<file path="src/rtl/far_ptr_sync_if.sv">
// Commit handshake between far_ptr_sync and the prefetcher.
// master: out_valid/out_seg/out_off out, out_ready in; slave: the mirror.
interface far_ptr_sync_if #(
    parameter int SEG_WIDTH = 16,
    parameter int OFF_WIDTH = 16
);
    logic                 out_valid;
    logic                 out_ready;
    logic [SEG_WIDTH-1:0] out_seg;
    logic [OFF_WIDTH-1:0] out_off;

    modport master (
        output out_valid,
        output out_seg,
        output out_off,
        input  out_ready
    );

    modport slave (
        input  out_valid,
        input  out_seg,
        input  out_off,
        output out_ready
    );
endinterface

</file>
<file path="src/rtl/far_ptr_sync.sv">
// Far-pointer (segment:offset) staging and commit queue for the prefetcher.
// Ports: clk, reset (async, active-high); seg_update/off_update with
// new_seg/new_off stage writes; seg_in/off_in are architectural values;
// propagate commits the staged pair, flush discards everything; cmt is the
// commit handshake (out_valid/out_ready/out_seg/out_off); busy = staging
// pending, overflow = sticky drop flag, count = queue occupancy.
// Macro FAR_PTR_SYNC_FORWARD_EN: commit bypasses an empty queue to out_*
// in the same cycle.
module far_ptr_sync #(
    parameter int SEG_WIDTH = 16,
    parameter int OFF_WIDTH = 16,
    parameter int DEPTH     = 2
) (
    input  logic                   clk,
    input  logic                   reset,
    input  logic                   seg_update,
    input  logic                   off_update,
    input  logic [SEG_WIDTH-1:0]   new_seg,
    input  logic [OFF_WIDTH-1:0]   new_off,
    input  logic [SEG_WIDTH-1:0]   seg_in,
    input  logic [OFF_WIDTH-1:0]   off_in,
    input  logic                   propagate,
    input  logic                   flush,
    far_ptr_sync_if.master         cmt,
    output logic                   busy,
    output logic                   overflow,
    output logic [$clog2(DEPTH):0] count
);
    localparam int AW = $clog2(DEPTH);
    localparam int CW = AW + 1;
    localparam logic [CW-1:0] FULL_CNT = CW'(DEPTH);

    logic                 seg_pend, off_pend;
    logic [SEG_WIDTH-1:0] seg_stg;
    logic [OFF_WIDTH-1:0] off_stg;
    logic [SEG_WIDTH-1:0] mem_seg [DEPTH];
    logic [OFF_WIDTH-1:0] mem_off [DEPTH];
    logic [AW-1:0]        rd_ptr, wr_ptr;

    logic                 commit, empty, full;
    logic                 pop, push, drop;
    logic [SEG_WIDTH-1:0] commit_seg;
    logic [OFF_WIDTH-1:0] commit_off;

    always_comb begin
        // Gating with reset keeps the forwarding path quiet during reset.
        commit = !reset && propagate &&
                 (seg_pend || off_pend || seg_update || off_update);
        commit_seg = seg_update ? new_seg :
                     seg_pend   ? seg_stg : seg_in;
        commit_off = off_update ? new_off :
                     off_pend   ? off_stg : off_in;
        empty = (count == '0);
        full  = (count == FULL_CNT);
        busy  = seg_pend || off_pend;
        pop   = !empty && cmt.out_ready;
`ifdef FAR_PTR_SYNC_FORWARD_EN
        // A bypassed pair taken by the consumer is never stored.
        push = commit && !(empty && cmt.out_ready) && (!full || pop);
        cmt.out_valid = !empty || commit;
        cmt.out_seg = !empty ? mem_seg[rd_ptr] :
                      commit ? commit_seg : '0;
        cmt.out_off = !empty ? mem_off[rd_ptr] :
                      commit ? commit_off : '0;
`else
        push = commit && (!full || pop);
        cmt.out_valid = !empty;
        cmt.out_seg = empty ? '0 : mem_seg[rd_ptr];
        cmt.out_off = empty ? '0 : mem_off[rd_ptr];
`endif
        drop = commit && full && !pop;
    end

    always_ff @(posedge clk or posedge reset) begin
        if (reset) begin
            seg_pend <= 1'b0;
            off_pend <= 1'b0;
        end else if (flush || commit) begin
            seg_pend <= 1'b0;
            off_pend <= 1'b0;
        end else if (!propagate) begin
            if (seg_update) seg_pend <= 1'b1;
            if (off_update) off_pend <= 1'b1;
        end
    end

    // Data registers are only observed while a flag or entry is valid.
    always_ff @(posedge clk) begin
        if (seg_update && !propagate) seg_stg <= new_seg;
        if (off_update && !propagate) off_stg <= new_off;
        if (push && !flush) begin
            mem_seg[wr_ptr] <= commit_seg;
            mem_off[wr_ptr] <= commit_off;
        end
    end

    always_ff @(posedge clk or posedge reset) begin
        if (reset) begin
            rd_ptr   <= '0;
            wr_ptr   <= '0;
            count    <= '0;
            overflow <= 1'b0;
        end else if (flush) begin
            rd_ptr   <= '0;
            wr_ptr   <= '0;
            count    <= '0;
            overflow <= 1'b0;
        end else begin
            if (push) wr_ptr <= wr_ptr + AW'(1);
            if (pop)  rd_ptr <= rd_ptr + AW'(1);
            unique case ({push, pop})
                2'b10:   count <= count + CW'(1);
                2'b01:   count <= count - CW'(1);
                default: count <= count;
            endcase
            if (drop) overflow <= 1'b1;
        end
    end
endmodule

</file>
<file path="src/flat_wrapper.sv">
// flat-port wrapper written by rule: the top's interface ports become plain ports
module far_ptr_sync_flat 
#(
    parameter int SEG_WIDTH = 16,
    parameter int OFF_WIDTH = 16,
    parameter int DEPTH     = 2
)
  (clk, reset, seg_update, off_update, new_seg, new_off, seg_in, off_in, propagate, flush, busy, overflow, count, cmt_out_valid, cmt_out_seg, cmt_out_off, cmt_out_ready);
  far_ptr_sync_if #(.SEG_WIDTH(SEG_WIDTH), .OFF_WIDTH(OFF_WIDTH)) cmt_i ();
  input  logic clk;
  input  logic reset;
  input  logic seg_update;
  input  logic off_update;
  input  logic [SEG_WIDTH-1:0] new_seg;
  input  logic [OFF_WIDTH-1:0] new_off;
  input  logic [SEG_WIDTH-1:0] seg_in;
  input  logic [OFF_WIDTH-1:0] off_in;
  input  logic propagate;
  input  logic flush;
  output logic busy;
  output logic overflow;
  output logic [$clog2(DEPTH):0] count;
  output wire logic [$bits(cmt_i.out_valid)-1:0] cmt_out_valid;
  output wire logic [$bits(cmt_i.out_seg)-1:0] cmt_out_seg;
  output wire logic [$bits(cmt_i.out_off)-1:0] cmt_out_off;
  input wire logic [$bits(cmt_i.out_ready)-1:0] cmt_out_ready;
  assign cmt_out_valid = cmt_i.out_valid;
  assign cmt_out_seg = cmt_i.out_seg;
  assign cmt_out_off = cmt_i.out_off;
  assign cmt_i.out_ready = cmt_out_ready;
  far_ptr_sync #(.SEG_WIDTH(SEG_WIDTH), .OFF_WIDTH(OFF_WIDTH), .DEPTH(DEPTH)) u_core (.clk(clk), .reset(reset), .seg_update(seg_update), .off_update(off_update), .new_seg(new_seg), .new_off(new_off), .seg_in(seg_in), .off_in(off_in), .propagate(propagate), .flush(flush), .cmt(cmt_i), .busy(busy), .overflow(overflow), .count(count));
endmodule
</file>
<file path="config.mk">
export PLATFORM = sky130hd
export DESIGN_NAME = far_ptr_sync_flat
export DESIGN_NICKNAME = d
export VERILOG_FILES = /design/src/rtl/far_ptr_sync_if.sv /design/src/rtl/far_ptr_sync.sv /design/src/flat_wrapper.sv
export SDC_FILE = /design/constraint.sdc
export NUM_CORES = 1
export LEC_CHECK = 0
export CORE_MARGIN = 2
export CORE_UTILIZATION = 45
export CTS_BUF_LIST = sky130_fd_sc_hd__clkbuf_8
export DETAILED_ROUTE_END_ITERATION = 10
export GPL_TIMING_DRIVEN = 0
export PLACE_DENSITY = 0.74
export SYNTH_ARGS = -nofsm -noshare
export SYNTH_HDL_FRONTEND = slang
export SYNTH_SLANG_ARGS = --single-unit
</file>
<file path="constraint.sdc">
create_clock -name clk -period 4.5 [get_ports clk]
set_clock_uncertainty 0.2 [all_clocks]
set_input_delay 0.9 -clock clk [delete_from_list [all_inputs] [get_ports clk]]
set_output_delay 0.9 -clock clk [all_outputs]
set_load 0.02 [all_outputs]
</file>
Word-level counts from Yosys, hierarchy flattened
Memories as Yosys holds them, arrays and structs flattened.
Index checks and enable logic that the tools add are counted.
{ "totals": {"register_bits": 39, "ram_bits": 64, "in_bits": 71, "output_inout_bits": 37, "elab_cells": 69, "mem_count": 2} }
{ "classes": {"n_addsub": 4, "n_eq_ne": 4, "mux": 22, "reduce_logical": 29} }
{ "mem_list": {"columns": ["name", "words", "word_bits", "rd", "rd_ports_with_merged_regs", "write_ports", "line_no", "rtl"], "rows": [
  ["u_core.mem_off", 2, 16, 1, 0, 1, "far_ptr_sync.sv:37", "logic [OFF_WIDTH-1:0] mem_off [DEPTH];"],
  ["u_core.mem_seg", 2, 16, 1, 0, 1, "far_ptr_sync.sv:36", "logic [SEG_WIDTH-1:0] mem_seg [DEPTH];"]
]} }
{ "ops": {"columns": ["cell", "count"], "rows": [
  ["two-way mux 16 bit", 6],
  ["two-way mux 1 bit", 14],
  ["nonzero test 2 bit", 5],
  ["logical AND 1 bit", 9],
  ["logical NOT 1 bit", 6],
  ["logical OR 1 bit", 5],
  ["equality test 2 bit (second input constant)", 2],
  ["case mux 2 bit (2 select lines)", 1],
  ["AND reduction 2 bit", 2],
  ["nonzero test 3 bit", 1],
  ["adder 1 bit (second input constant)", 2],
  ["adder 2 x 1 -> 2 bit (second input constant)", 1],
  ["equality test 2 x 1 -> 1 bit (second input constant)", 1],
  ["logical NOT 2 bit", 1],
  ["two-way mux 2 bit", 1],
  ["inequality test 2 x 1 -> 1 bit (second input constant)", 1],
  ["subtractor 2 x 1 -> 2 bit (second input constant)", 1]
]} }

Depth between registers and ports, before layout
{ "logic_depth": {"depth_word": 8, "mapped_depth": 5, "ltp_nobuf": 5} }

Least setup slack after synthesis
OpenSTA, ideal clock, no wires.
{ "synth_path": {"path_type": "input -> register", "startpoint": "input reset", "endpoint": "memory u_core.mem_off[1][0], enable pin", "setup_ns": 0.468, "arrival_time_ns": 3.983, "t_required_ns": 3.832, "slack_ns": -0.151, "cell_stages": 3, "path_buffers": 0, "path_cell_list": "nand2b_1 > or3b_1 > nor3b_1"} }
{ "synth_via": {"elab_chain_cells": 7} }
{ "synth_rtl": {"columns": ["element", "line_no", "rtl"], "rows": [
  ["from (decl)", "flat_wrapper.sv:11", "input logic reset;"],
  ["logical NOT 1 bit (no source line)", null, null],
  ["logical AND 1 bit (2 in a row)", "far_ptr_sync.sv:47", "commit = !reset && propagate &&"],
  ["logical AND 1 bit", "far_ptr_sync.sv:66", "push = commit && (!full || pop);"],
  ["logical AND 1 bit", "far_ptr_sync.sv:91", "if (push && !flush) begin"],
  ["two-way mux 1 bit", "far_ptr_sync.sv:91", null],
  ["two-way mux 1 bit (implied by the code)", "far_ptr_sync.sv:93", "mem_off[wr_ptr] <= commit_off;"],
  ["to (decl)", "far_ptr_sync.sv:37", null]
]} }
No other way between the ends.

Final worst setup path
{ "layout_path": {"startpoint": "register u_core.count[0]", "endpoint": "output cmt_out_off[6]"} }
{ "layout_via": {"elab_chain_cells": 2} }
{ "layout_rtl": {"columns": ["element", "line_no", "rtl"], "rows": [
  ["from (decl)", "far_ptr_sync.sv:27", "output logic [$clog2(DEPTH):0] count"],
  ["from (signal assigned)", "far_ptr_sync.sv:112", "2'b10: count <= count + CW'(1);"],
  ["from (signal assigned)", "far_ptr_sync.sv:113", "2'b01: count <= count - CW'(1);"],
  ["from (signal assigned)", "far_ptr_sync.sv:114", "default: count <= count;"],
  ["logical NOT 2 bit", "far_ptr_sync.sv:53", "empty = (count == '0);"],
  ["two-way mux 16 bit", "far_ptr_sync.sv:69", "cmt.out_off = empty ? '0 : mem_off[rd_ptr];"],
  ["to (decl)", "flat_wrapper.sv:25", "output wire logic [$bits(cmt_i.out_off)-1:0] cmt_out_off;"]
]} }
No other way between the ends.

==> flow_summary.toml <==
[synth]
synth_edf_count = 96
synthTopCellsByArea = "edfxtp_1 (65%), mux2i_1 (15%), dfrtp_1 (4.0%)"
ys_ff_latch = 103
yosysTopAreaCell = "edfxtp_1"
synthArstFlopShare_pct = 6.80
yosysMostFrequentCell = "edfxtp_1"
synthFlopType = "edfxtp_1"
synthCells = 316
syn_area_per_cell_um2 = 14.0
synthesis.area_um2 = 4420
syn_nets = 387
synth_top_cell_area_share_pct = 65.3
ys_seq_area_share_pct = 69.2
synth_warnings = 0
synthDistinctLibCells = 25
synth_common_cells = "edfxtp_1 (96), mux2i_1 (65), nor2_1 (37), nand2_1 (34), o21ai_0 (33)"

[detailed_routing]
drc_errors = 0
vias_per_cell = 5.05
drtAntennaViolNets = 0
drt_iter0_drc = 85
wirelength_um = 9610
wl_per_cell_um = 16.7
vias = 2905
first_pass_iters = 6

[power]
internal-power_uw = 1530
sw_frac_of_total_pct = 22.4
max-vdd-ir-drop_v = 0.000141
power_density_nw_per_um2 = 331
p_sw_uw = 441
combinationalPowerShare_pct = 13.9
leakage_uw = 0.00200
clkPwrFrac_pct = 30.0
seqPwrFrac_pct = 56.1

[placed_design]
portBuffers = 106
dp.cells = 559
gp_congestion = 0.809
dp_hpwl_um = 6870
dp_slack_ns = 0.763

[status]
outcome = "finished clean"

[clock_tree]
cts_tree = "built"
clockRootBuffer = "clkbuf_8"
clk_pin_slew_ns = 0.09
clockBufferDepth = 2
cts_buffers = 9
post_cts_buffers = 0
post_cts_resized = 0
clk-insertion-delay-late_ns = 0.36
ctsHtreeMaxLevel = 3
cts.sinks = 103
cts_hold_repair.buffers = 0

[timing]
worst_slack_ns = 1.02
final.period_utilization_pct = 77.3
whs_ns = 0.330
finalHoldViolations = 0
setup_tns_ns = 0
worst_pin_slew_ns = 0.958
min_period_ns = 3.48
report.final.slew_viol_count = 0
rsz0062_at_grt = "no"
finalSetupViolCount = 0
maxSlewHeadroom_pct = 35.8
fmax_ghz = 0.287

[final_layout]
area_growth_pct = 34.5
fin_cells = 575
drive_gt1_share_pct = 8.14
final_nets = 508
postLayoutCoreUtil_pct = 61.6
n_antenna_cell = 0

[floorplanning]
start_util_pct = 45.8
die_h_um = 103
io-pin-count = 108
fp.dieArea_um2 = 10600
core_area_um2 = 9640
num_rows = 36
die_w_um = 103

[global_route]
grt_util_all_layers_pct = 18.9
antenna_found_initial = 0
grt_pass1_vias = 3003
grt_pass1_wl_um = 14800
grt_max_degree = 19
overflow = 0

[worst_hold_path]
hold_path.class = "register to register"

[critical_path]
critPathKind = "register to output pin"
critPathRequiredTime_ns = 3.40
end_kind = "output pin"
cp.arrival_ns = 2.38
cp-start-kind = "register"
crit_path_max_fanout = 10

[job]
cap_violations = 0
==> area by class of cell <==
cell class,count,area (um2)
fillers,814,3700
flip-flops and latches,103,3060
multi-input cells,193,1280
repair buffers,110,1130
well taps,133,166
clock buffers,12,165
plain buffers,18,88.8
clock inverters,4,43.8
inverters,2,7.51
==> state kept, by name (all words and copies together) (netlist names) <==
signal / cells
u_core.overflow: 1
u_core.wr_ptr: 1
u_core.seg_stg: 16
u_core.seg_pend: 1
u_core.off_stg: 16
u_core.mem_off: 32
u_core.off_pend: 1
u_core.count: 2
u_core.rd_ptr: 1
u_core.mem_seg: 32
==> cells in the final DEF, fill, tap and decap left out, types with 4 or more instances in the layout <==
cell and instances:
clkbuf_8 12, buf_2 5, mux2i_1 65, edfxtp_1 96, nor3_1 7, nand2_1 34, clkdlybuf4s50_1 106, dfrtp_1 7
buf_6 4, nor2_1 37, clkbuf_1 10, o21ai_0 33
==> critical path, cell delays in order, from the launching register on <==
cell	delay, ns
dfrtp_1	0.46
nor2_1	0.43
clkbuf_1	0.45
nor2_1	0.10
clkdlybuf4s50_1	0.58
==> routing by layer <==
metal  track usage [%]  share of wire (%)
met4              6.28                1.3
met5                 0                  0
met1              23.5                 43
met3              3.59                3.1
met2              33.3                 53
==> kinds of logic (layout without fill, tap and decap cells) <==
logic type | after synthesis | after routing | synth area share [%]
AO/OA/AOI/OAI | 37 | 37 | 4.59
buffers and inverters | 20 | 146 | 2.18
flip-flops | 103 | 103 | 69.2
AND/OR/NAND/NOR | 88 | 88 | 8.69
XOR/XNOR | 3 | 3 | 0.595
multiplexers | 65 | 65 | 14.7
==> metrics by stage <==
stage / total power [uW] / cell area (um2)
detailed placement: 1400 / 5730
global route: 2040 / 5940
finish: 1970 / 5940
global placement: 1390 / 5650
CTS: 1980 / 5940
floorplan: 1260 / 4420
==> path summary, 6_finish.rpt <==
check / start / cells past startpoint / slack [ns] / to
worst max-delay path: u_core.count[0] / 4 / 1.02 / cmt_out_off[6]
worst min-delay path: u_core.overflow / 1 / 0.33 / u_core.overflow
worst max register to register: u_core.count[1] / 4 / 1.83 / u_core.mem_seg[1][0]
worst min register to register: u_core.overflow / 1 / 0.33 / u_core.overflow
max in group asynchronous: reset / 2 / 3.28 / u_core.wr_ptr
min in group asynchronous: reset / 2 / 0.59 / u_core.overflow
==> power by group through the flow <==
stage | registers [uW] | logic, uW | clock network [uW]
2_1_floorplan | 1120 | 134 | 0
3_3_place_gp | 1120 | 265 | 0
3_5_place_dp | 1130 | 276 | 0
4_1_cts | 1100 | 277 | 596
5_1_grt | 1110 | 298 | 634
6_report | 1100 | 274 | 591
Power figures use the tool's default switching activity.
